### src/rtl/paddle_sampler.sv
// paddle_sampler: per-frame paddle capacitor dump and comparator capture.
// Publishes first-edge scanline positions at each vertical sync rise.
module paddle_sampler #(
  parameter int DUMP_CYCLES = 64
) (
  input  logic       clk,
  input  logic       reset,
  input  logic       hpaddle,
  input  logic       vpaddle,
  input  logic       vsync,
  input  logic [8:0] vpos,
  output logic [7:0] paddle_x,
  output logic [7:0] paddle_y,
  output logic       x_timeout,
  output logic       y_timeout,
  output logic       sample_valid,
  output logic       dump
);

  typedef enum logic {
    ST_DUMP,
    ST_MEASURE
  } state_t;

  localparam logic [15:0] LAST = 16'(DUMP_CYCLES - 1);

  state_t      state;
  logic [15:0] cnt;

  logic h_s1, h_s2, h_prev;
  logic v_s1, v_s2, v_prev;
  logic vsync_q;

  logic       hx, hy;
  logic [7:0] cap_x, cap_y;

  logic       h_rise, v_rise, vs_rise;
  logic [7:0] vpos_sat;

  assign h_rise   = h_s2 & ~h_prev;
  assign v_rise   = v_s2 & ~v_prev;
  assign vs_rise  = vsync & ~vsync_q;
  assign vpos_sat = vpos[8] ? 8'hFF : vpos[7:0];
  assign dump     = (state == ST_DUMP);

  // Synchronize paddle pins and keep previous values for edge detection.
  always_ff @(posedge clk) begin
    if (reset) begin
      h_s1    <= 1'b0;
      h_s2    <= 1'b0;
      h_prev  <= 1'b0;
      v_s1    <= 1'b0;
      v_s2    <= 1'b0;
      v_prev  <= 1'b0;
      vsync_q <= 1'b0;
    end else begin
      h_s1    <= hpaddle;
      h_s2    <= h_s1;
      h_prev  <= h_s2;
      v_s1    <= vpaddle;
      v_s2    <= v_s1;
      v_prev  <= v_s2;
      vsync_q <= vsync;
    end
  end

  // Frame FSM: dump window, first-edge capture and commit on vsync rise.
  always_ff @(posedge clk) begin
    if (reset) begin
      state        <= ST_DUMP;
      cnt          <= 16'd0;
      hx           <= 1'b0;
      hy           <= 1'b0;
      cap_x        <= 8'd0;
      cap_y        <= 8'd0;
      paddle_x     <= 8'd0;
      paddle_y     <= 8'd0;
      x_timeout    <= 1'b0;
      y_timeout    <= 1'b0;
      sample_valid <= 1'b0;
    end else if (vs_rise) begin
      // Same-cycle paddle rises are dropped; flags are used as they stood.
      paddle_x     <= hx ? cap_x : 8'hFF;
      paddle_y     <= hy ? cap_y : 8'hFF;
      x_timeout    <= ~hx;
      y_timeout    <= ~hy;
      sample_valid <= 1'b1;
      state        <= ST_DUMP;
      cnt          <= 16'd0;
    end else begin
      sample_valid <= 1'b0;
      unique case (state)
        ST_DUMP: begin
          if (cnt == LAST) begin
            state <= ST_MEASURE;
            cnt   <= 16'd0;
            hx    <= 1'b0;
            hy    <= 1'b0;
            cap_x <= 8'd0;
            cap_y <= 8'd0;
          end else begin
            cnt <= cnt + 16'd1;
          end
        end
        ST_MEASURE: begin
          if (h_rise && !hx) begin
            cap_x <= vpos_sat;
            hx    <= 1'b1;
          end
          if (v_rise && !hy) begin
            cap_y <= vpos_sat;
            hy    <= 1'b1;
          end
        end
        default: begin
          state <= ST_DUMP;
          cnt   <= 16'd0;
        end
      endcase
    end
  end

endmodule

### config.mk
export PLATFORM = sky130hd
export DESIGN_NAME = paddle_sampler
export DESIGN_NICKNAME = d
export VERILOG_FILES = /design/src/rtl/paddle_sampler.sv
export SDC_FILE = /design/constraint.sdc
export NUM_CORES = 1
export LEC_CHECK = 0
export BUFFER_PORTS_ARGS = -buffer_cell sky130_fd_sc_hd__buf_2
export CORE_MARGIN = 5
export CORE_UTILIZATION = 45
export DETAILED_ROUTE_END_ITERATION = 10
export HOLD_SLACK_MARGIN = 0.1
export PLACE_DENSITY = 0.65
export SYNTH_ARGS = -nofsm -noshare
export SYNTH_HDL_FRONTEND = slang
export SYNTH_SLANG_ARGS = --single-unit
### constraint.sdc
create_clock -name clk -period 3.9 [get_ports clk]
set_input_delay 0 -clock clk [delete_from_list [all_inputs] [get_ports clk]]
set_output_delay 0 -clock clk [all_outputs]
set_load 0.05 [all_outputs]
[After elaboration in Yosys (flattened, before gate mapping)]
Index checks and enable logic that the tools add are counted.
Widths: inputs -> output; s select.
Cells by class
  order comparisons: 0
  add/subtract/negate cells: 1
  reduce and logical (&&, ||, !) cells: 7
  div/mod/pow operators: 0
  muxes and demuxes: 17
  shift-type cells: 0
  $mul: 0
  bitwise gates (word level): 10
  equality and inequality tests: 4
Operators by type and width (count)
  $mux 8: 6
  $pmux 8 s2: 2
  $add 16x1->16 const B: 1
  $eq 16x6->1 const B: 1
  $mux 16: 1
  $not 1->1: 7
  $mux 1: 6
  $ne 2x1->1 const B: 3
  $reduce_and 3->1: 2
  $pmux 1 s2: 2
  $and 1x1->1: 3
  $logic_and 1x1->1: 2
  $logic_not 1->1: 2
  $reduce_or 2->1: 1
Word-level totals
  word-level logic and storage cells: 57
  input bits: 14
  output and inout port bits: 20
  flip-flop bits (word level): 61
  latch bits: 0
  memories: 0
  bits in writable memories: 0
  memory bits (read-only): 0

[Logic depth before layout (Yosys ltp)]
Gate-level depths: netlist of the first run.
  depth after elaboration: 5
  gate-level depth with buffers: 6
  depth with buffers taken out: 5

[Worst setup path after synthesis of the first run]
No wires, ideal clock.
  path kind: register -> register
  start: reg cnt[3]
  end: reg cnt[15]
  data required time: 3.832 ns
  stages on the path, launching flop included: 5
  clock period less this slack: 1.674 ns
  path buffers: 0
  arrival: 1.606 ns
  library setup time: 0.068 ns
  path slack: 2.226 ns
  cell sequence: dfxtp_1 -> nand3_4 -> or3_4 -> or4_4 -> a21oi_2
On the way
  word-level cells in the longest chain between the ends: 2
  elaborated cells between the ends (all ways): 3
  classes of those cells: add/sub: 1; eq/ne: 1; mux: 1
RTL lines
  from (decl): RTL line 28  | logic [15:0] cnt;
  from (signal assigned): RTL line 102  | cnt <= cnt + 16'd1;
  $add 16x1->16 / $eq 16x6->1 (equally long branches): RTL line 102, 94
  $mux 16 (*): RTL line 94  | if (cnt == LAST) begin
Every way passes the cells marked *; elsewhere a longest branch is shown, timed or not.
A chain may end at the register's enable or synchronous reset.

[Worst setup path in the final report of the first run]
  start: reg cnt[10]
  end: reg hy
On the way
  word-level cells in the longest chain between the ends: 3
RTL lines
  $eq 16x6->1: RTL line 94
  $ne 2x1->1 (no source line)
  $reduce_and 3->1 (no source line)
  to (signal assigned): RTL line 73  | hy <= 1'b0;
  to (signal assigned): RTL line 98  | hy <= 1'b0;
  to (signal assigned): RTL line 112  | hy <= 1'b1;
  to (decl): RTL line 34  | logic hx, hy;
Every way passes these cells.

==> results.yml, run 1 <==
timing:
  fin_crit_sh: 0.4908
  min_period_ns: 1.914
  worst_pin_slew_ns: 0.5930
  rsz0062_at_grt: "no"
  drv_slew: 0
  max_freq_mhz: 522.4
  fin_setup_tns_ns: 0
  finalHoldViolCount: 0
  setup_viol: 0
  relSlewSlack: 0.6047
  skew_ns: 0.008520
logic_synthesis:
  synth_edf_count: 0
  synth_compound_area_frac: 0.1975
  synth_ff_type: "dfxtp_1"
  yosys.area.top_type: "dfxtp_1"
  yosys.area_share.simple: 0.1970
  synth_fa_ha_area_frac: 0.005238
  ys.warnings.count: 0
  synth_commonest_cells: "dfxtp_1, nand2_1, inv_1"
  synth_top_family_by_area: "compound AO/OA/AOI/OAI gates"
  ys_seq_area_frac: 0.5113
  syn_area_mm2: 0.002389
  async_flop_share: 0
  synth_cell_types: 41
  synth_nets: 264
  ys_ff_latch: 61
  synth_area_leaders: "dfxtp_1, a22o_1, o32ai_1"
  synth_top_area_share: 0.5113
  synthCells: 249
  synthMuxAreaShare: 0
  synth_most_common_cell: "dfxtp_1"
  synth_xor_area_frac: 0.04034
  avgSynthCellArea_um2: 9.593
flow_run:
  cap_violations: 0
placed_design:
  dpl_cell_area_mm2: 0.002611
  dp_hpwl_mm: 3.373
  io_buffers: 33
  routabilityCongestion: 0.8293
global_route:
  grt_pass1_vias: 1931
  grt_pass1_wl_mm: 9.218
  grt_overflow: 0
  grt_use_met3: 0.04455
  grtUsageTotal: 0.1647
  antenna_found_initial: 0
  grt_start_max_net_pins: 38
  grt_util_met1: 0.2052
  gr-usage-met2: 0.2580
  top_usage_layer: "met2"
cts:
  clock_latency_ns: 0.34
  cts_tree: "done"
  clock-root-buffer: "clkbuf_8"
  clock-sinks: 61
  cts_buffers: 9
  path_clk_slew_ns: 0.07
  clockBufferDepth: 2
  cts_max_level: 3
  cts_resized: 0
detailed_routing:
  vias: 2002
  avgViaCountPerCell: 5.296
  ant_nets: 0
  drcViolationCount: 0
  drtIter0Drc: 114
  wl_mm: 5.345
  wire_per_inst_um: 14.14
  first_pass_iters: 4
cells_and_area:
  fin_area_mm2: 0.003059
  nets: 318
  multi_input_area_mm2: 0.001051
  syn_to_final_growth_pct: 28.08
  regArea_mm2: 0.001221
  fillers: 451
  drive_gt1_frac: 0.1981
  finish.utilization: 0.5952
  diodes: 0
floorplanning:
  fp.dieW_um: 82.86
  core.rowCount: 26
  die-area_mm2: 0.006865
  start_util: 0.4647
  coreArea_mm2: 0.005140
  die_height_um: 82.86
  ioPinCount: 34
power_and_ir_drop:
  cellLeakagePower_nw: 1.140
  p_per_area_mw_per_mm2: 488.0
  peakVddDrop_uv: 354.1
status:
  status: "finished clean"
setup_path:
  cp.required_ns: 4.10
  crit_fanout: 9
  arrival_ns: 2.12
  critPathKind: "register to register"
  endpoint_kind: "register"
  critPathLaunchType: "register"
hold_path:
  hold_class: "input port to register"
per-layer routing:
metal,vias to the layer above,wire [um],part of all wire
met5,-,0,0
met4,0,67,0.013
met3,6,244,0.046
met2,43,2497,0.47
met1,950,2535,0.47
li1,1003,-,-
worst max-delay path: stages (launching register included):
cell     delay [ns]
dfxtp_1        0.37
nor4_1         0.39
nand4_1        0.37
a21oi_2        0.48
o22ai_1        0.15
cell families after synthesis:
| logic type | Yosys count |
|---|---|
| buf+inv | 31 |
| flops | 61 |
| xor+xnor | 11 |
| fa+ha+maj | 1 |
| compound gates | 59 |
| simple gates | 86 |
power breakdown:
part | switching [mW] | internal (mW) | total, mW
sequential | 0.0106 | 0.644 | 0.654
clock | 0.251 | 0.440 | 0.692
combinational | 0.0959 | 0.0508 | 0.147
registers in the layout, indices dropped and copies added, names as in the netlist, 8 cells and up:
signal,flops
cap_x,8
cnt,16
cap_y,8
paddle_x,8
paddle_y,8
per-stage QoR:
step | power (mW) | hold slack [ns] | worst slack, ns | instances
after floorplan | 0.7640 | 0.1282 | 2.226 | 249
final | 1.493 | 0.1560 | 1.986 | 378
after detailed placement | 0.7982 | 0.2230 | 2.042 | 342
after global placement | 0.7971 | 0.2148 | 2.047 | 342
after global routing | 1.550 | 0.1730 | 1.731 | 378
after CTS | 1.507 | 0.1397 | 2.041 | 378
what timing repair did:
item	in CTS	in global routing
hold endpoints to repair	19	0
setup buffers	0	0
hold buffers	20	0
path summary, 6_finish.rpt:
| kind | cells after the start | slack, ns | startpoint | end |
|---|---|---|---|---|
| min | 2 | 0.16 | reset | v_s2 |
| max | 4 | 1.99 | cnt[10] | hy |
| min reg2reg | 1 | 0.44 | h_s1 | h_s2 |
| max reg2reg | 4 | 1.99 | cnt[10] | hy |
final cells by class:
cell class / count / area share
well taps: 70 / 0.02863
flip-flops and latches: 61 / 0.3992
clock inverters: 6 / 0.03599
repair buffers: 55 / 0.1243
clock buffers: 10 / 0.04499
inverters: 19 / 0.02331
multi-input cells: 157 / 0.3436
placed cells by master (no fill, tap or decap), drive strengths merged, types with 2 or more instances in the layout:
master / count
nor2b: 9
o31a: 2
nor3: 2
inv: 18
nor2: 13
nor3b: 2
nand2: 24
and3: 2
nand4: 5
xor2: 4
nand3: 11
dlygate4sd3: 20
xnor2: 7
o21ai: 4
buf: 35
bufinv: 3
clkbuf: 10
o31ai: 2
a21oi: 6
clkinvlp: 2
a22o: 16
o21bai: 8
nand2b: 5
nor4: 6
o32ai: 16
o22ai: 2
dfxtp: 61
clkinv: 2
Note: power is estimated with default switching activity, not from simulation.
==> inputs of run 2 (changes only) <==
PLACE_DENSITY = 0.68   (was 0.65)
clock period = 1.6 ns   (was 3.9 ns; I/O delays follow)
==> run 2 against run 1 <==
- setup slack worse by 2.1 ns
- worst hold slack better by 0.041 ns
- power up 110%
- sequential power up 140%
- critical path type unchanged
- sequential share of layout area down 3.8 points
- the flow now finishes with violations (setup timing)
- largest cell class is now multi-input gates
==> results.yml, run 2 (synthesis results as in run 1) <==
status:
  status: "finished, violations left"
  violations: "setup timing"
setup_path:
  endpoint_kind: "register"
  arrival_ns: 1.92
  crit_slowest_cell: "or4b_4"
  critPathTopFamily: "simple AND/OR/NAND/NOR gates"
  cp.required_ns: 1.85
  critPathMaxStageDelay_ns: 0.51
  critPathKind: "register to register"
  critPathLaunchType: "register"
  path_buf_inv: 1
  worstPathCellList: "buf_4 -> nand3_4 -> or3_4 -> or4b_4 -> a31oi_4"
  crit_fanout: 4
timing:
  fin_setup_tns_ns: -0.1223
  max_freq_mhz: 597.5
  setup_viol: 3
  skew_ns: 0.004992
  min_period_ns: 1.674
  relSlewSlack: 0.6304
  worst_pin_slew_ns: 0.5528
  fin_crit_sh: 1.046
  finalHoldViolCount: 0
  rsz0062_at_grt: "yes"
  setup_ws_ns: -0.07351
  drv_slew: 0
cells_and_area:
  drive_gt1_frac: 0.3791
  diodes: 0
  layout_commonest_cell: "dfxtp_1"
  finish.utilization: 0.6650
  largest_reg_flops: 16
  layout_common_cells: "dfxtp_1, buf_2, buf_4, nand2_1, inv_1"
  syn_to_final_growth_pct: 43.11
  largest_register: "cnt"
  nets: 345
cts:
  clockBufferDepth: 2
  cts_buffers: 9
  clock-root-buffer: "clkbuf_8"
  cts_tree: "done"
  clock-sinks: 61
  path_clk_slew_ns: 0.06
  cts_max_level: 3
  clock_latency_ns: 0.33
power_and_ir_drop:
  pwr-share-comb: 0.118
  cellLeakagePower_nw: 1.348
  pwr-share-clk: 0.371
  p_per_area_mw_per_mm2: 911.7
  swShare: 0.2650
  pwr-share-seq: 0.512
  power.internal_mw: 2.291
  p_switching_uw: 825.8
  peakVddDrop_uv: 890.0
  power_mw: 3.116
global_route:
  grtUsageTotal: 0.1738
  antenna_found_initial: 0
  grt_pass1_wl_mm: 9.735
  top_usage_layer: "met2"
  grt_overflow: 0
  gr-usage-met2: 0.2748
  grt_start_max_net_pins: 33
  grt_pass1_vias: 2062
  grt_util_met1: 0.2095
  grt_use_met3: 0.07228
detailed_routing:
  wire_per_inst_um: 15.09
  ant_nets: 0
  vias: 2129
  drcViolationCount: 0
  first_pass_iters: 4
  wl_mm: 6.113
  avgViaCountPerCell: 5.257
  drtIter0Drc: 113
hold_path:
  hold_class: "input port to register"
floorplanning:
  coreArea_mm2: 0.005140
  die-area_mm2: 0.006865
  die_height_um: 82.86
  core.rowCount: 26
  start_util: 0.4647
  fp.dieW_um: 82.86
  ioPinCount: 34
placed_design:
  routabilityCongestion: 0.7969
  dp_hpwl_mm: 3.746
  place_ws_ns: -0.1640
  io_buffers: 33
flow_run:
  cap_violations: 0
[run 2: cell count changes in the layout (fill, tap and decap cells not counted), sizes merged]
cell and delta:
buf +34, dlygate4sd3 -7, bufinv -3, clkinv +3, clkbuf +2, clkinvlp -2
[run 2: per-stage QoR]
step	hold slack (ns)	instances	area, um^2
after CTS	0.1593	401	3201
after floorplan	0.1282	249	2392
after detailed placement	0.2210	369	2818
after global placement	0.2140	369	2818
after global routing	0.1969	405	3418
final	0.1972	405	3418
[run 2: tightest hold or removal path, delay by kind of cell]
kind | cells | cell delay, ns
buf+inv | 1 | 0.11
simple gates | 2 | 0.27
compound gates | 1 | 0.09
[run 2: what timing repair did]
item,in CTS,in global routing
endpoints found under the setup margin,30,31
pin swaps,3,8
hold buffers,13,0
gates cloned,1,2
setup buffers,2,2
gates resized for setup,14,38
hold endpoints to repair,20,0
[run 2: layer usage]
layer	share of wire	up-vias	wire length, um
met5	0	-	0
met4	0.016	0	95
met3	0.052	9	316
met2	0.51	49	3102
met1	0.42	1015	2598
li1	-	1056	-
[run 2: power by group through the flow]
| stage | Clock, mW | Combinational (mW) | Sequential, mW |
|---|---|---|---|
| global placement | 0 | 0.322 | 1.63 |
| floorplan | 0 | 0.0982 | 1.76 |
| finish | 1.15 | 0.367 | 1.60 |
| detailed placement | 0 | 0.324 | 1.63 |
| global route | 1.27 | 0.391 | 1.60 |
| CTS | 1.19 | 0.354 | 1.59 |
[run 2: path summary, 6_finish.rpt]
path               start        end  slack, ns  cells after the start
hold / removal     vsync  x_timeout       0.20                      4
setup / recovery  cnt[6]     cnt[9]      -0.07                      5
hold reg to reg     v_s1       v_s2       0.44                      1
setup reg to reg  cnt[6]     cnt[9]      -0.07                      5
[run 2: final cells by class]
cell class / count / area, um^2
Tap cell: 70 / 87.58
Sequential cell: 61 / 1235
Multi-Input combinational cell: 157 / 1260
Clock inverter: 4 / 23.77
Clock buffer: 12 / 145.1
Fill cell: 398 / 1722
Inverter: 19 / 71.32
Timing Repair Buffer: 82 / 595.6
==> inputs of run 3 (changes only) <==
CTS_BUF_LIST = sky130_fd_sc_hd__clkbuf_16   (was default)
==> run 3 against run 2 <==
- the flow still finishes with violations (setup timing)
- count of clock-buffer cells in the layout down 3
- clock power grew 43%
- first-iteration DRC count rose by 12%
- cell count did not move
- setup slack improved by 0.017 ns
- global-route usage up 0.41 points
- critical endpoint unchanged
==> results.yml, run 3 (synthesis results as in run 1) <==
status:
  status: "finished, violations left"
  violations: "setup timing"
floorplanning:
  ioPinCount: 34
  die_height_um: 82.86
  die-area_mm2: 0.006865
  start_util: 0.4647
  coreArea_mm2: 0.005140
  fp.dieW_um: 82.86
  core.rowCount: 26
cells_and_area:
  diodes: 0
  largest_reg_flops: 16
  layout_commonest_cell: "dfxtp_1"
  finish.utilization: 0.6796
  drive_gt1_frac: 0.3672
  nets: 345
  largest_register: "cnt"
  fin_area_mm2: 0.003493
  syn_to_final_growth_pct: 46.25
  layout_common_cells: "dfxtp_1, buf_2, buf_4, nand2_1, inv_1"
setup_path:
  cp.required_ns: 1.84
  path_buf_inv: 1
  critPathKind: "register to register"
  critPathLaunchType: "register"
  rr_startpoint: "cnt[7]"
  reg2regPathDepth: 5
  crit_fanout: 4
  arrival_ns: 1.89
  endpoint_kind: "register"
  critPathMaxStageDelay_ns: 0.51
  regToRegEndpoint: "cnt[9]"
  worstPathCellList: "buf_6 -> nand3_2 -> or3_4 -> or4b_4 -> a31oi_4"
  critPathTopFamily: "simple AND/OR/NAND/NOR gates"
  reg2reg_slack_ns: -0.06
  crit_slowest_cell: "or4b_4"
timing:
  fin_crit_sh: 1.035
  worst_pin_slew_ns: 0.5693
  relSlewSlack: 0.6194
  rsz0062_at_grt: "yes"
  drv_slew: 0
  skew_ns: 0.006161
  max_freq_mhz: 603.7
  setup_ws_ns: -0.05636
  fin_setup_tns_ns: -0.1326
  finalHoldViolCount: 0
  setup_viol: 5
  min_period_ns: 1.656
detailed_routing:
  ant_nets: 0
  dr_wl_met2_mm: 3.214
  wire_per_inst_um: 15.58
  highest_layer: "met4"
  first_pass_iters: 4
  drcViolationCount: 0
  wl_met1_mm: 2.677
  vias: 2163
  wl_mm: 6.311
  avgViaCountPerCell: 5.341
  wl_met3_um: 337
  drtIter0Drc: 126
cts:
  path_clk_slew_ns: 0.05
  cts_max_level: 3
  cts_buffers: 9
  clock-sinks: 61
  clock-root-buffer: "clkbuf_16"
  clockBufferDepth: 2
  cts_tree: "done"
  clock_latency_ns: 0.32
power_and_ir_drop:
  p_per_area_mw_per_mm2: 1036
  pwr-share-comb: 0.101
  power.internal_mw: 2.717
  p_switching_uw: 903.1
  peakVddDrop_uv: 1067
  pwr-share-seq: 0.442
  power_mw: 3.620
  swShare: 0.2495
  pwr-share-clk: 0.457
  cellLeakagePower_nw: 1.393
global_route:
  grt_overflow: 0
  grt_pass1_vias: 2069
  grt_pass1_wl_mm: 9.908
  antenna_found_initial: 0
  grt_start_max_net_pins: 33
  grtUsageTotal: 0.1779
placed_design:
  io_buffers: 33
  dpl_cell_area_mm2: 0.002818
  routabilityCongestion: 0.7969
  place_ws_ns: -0.1640
  dp_hpwl_mm: 3.746
hold_path:
  hold_path_end: "x_timeout"
  hold_class: "input port to register"
  min_from: "vsync"
  holdPathStages: 4
flow_run:
  cap_violations: 0
==> run 3: metal layers <==
layer,global-route usage,vias to the layer above
li1,-,1058
met2,0.2930,58
met3,0.07822,8
met1,0.2049,1039
met4,0.06241,0
met5,0,-
==> run 3: repair_timing <==
item                                   in CTS  in global routing
gates resized for setup                    14                 34
gates cloned                                1                  2
hold buffers                               13                  0
buffers inserted                            2                  2
pin swaps                                   3                  3
endpoints found under the hold margin      20                  0
setup endpoints to repair                  30                 31
==> run 3: stage by stage <==
stage | hold WS, ns | std cells
after floorplan | 0.1282 | 249
after global placement | 0.2140 | 369
after detailed placement | 0.2210 | 369
after CTS | 0.1782 | 401
after global routing | 0.2079 | 405
final | 0.1993 | 405
==> run 3: power by group through the flow <==
stage	registers, mW	clock network, mW	logic [mW]
floorplan	1.76	0	0.0982
global placement	1.63	0	0.322
detailed placement	1.63	0	0.324
CTS	1.60	1.69	0.355
global route	1.61	1.77	0.392
finish	1.60	1.65	0.367
==> run 3: final cells by class <==
type                    instances  area, um^2
fillers                       393        1647
multi-input cells             157        1244
flip-flops and latches         61        1235
repair buffers                 82       595.6
clock buffers                   9       225.2
well taps                      70       87.58
inverters                      19       71.32
clock inverters                 7       35.03
==> run 3: worst max path at each step <==
stage,start,end,slack [ns],cells past startpoint
after global placement,cnt[8],cnt[13],-0.11,6
final,cnt[7],cnt[9],-0.06,5
after floorplan,cnt[3],cnt[15],0.002,4
after CTS,cnt[7],cnt[9],-0.04,5
after global routing,cnt[7],cap_y[1],-0.11,7
after detailed placement,cnt[1],cnt[9],-0.16,5
==> run 3: worst reg2reg max path, stage by stage, from the launching register on <==
cell and delay, ns:
dfxtp_2 0.34, buf_6 0.10, nand3_2 0.06, or3_4 0.39, or4b_4 0.51, a31oi_4 0.17
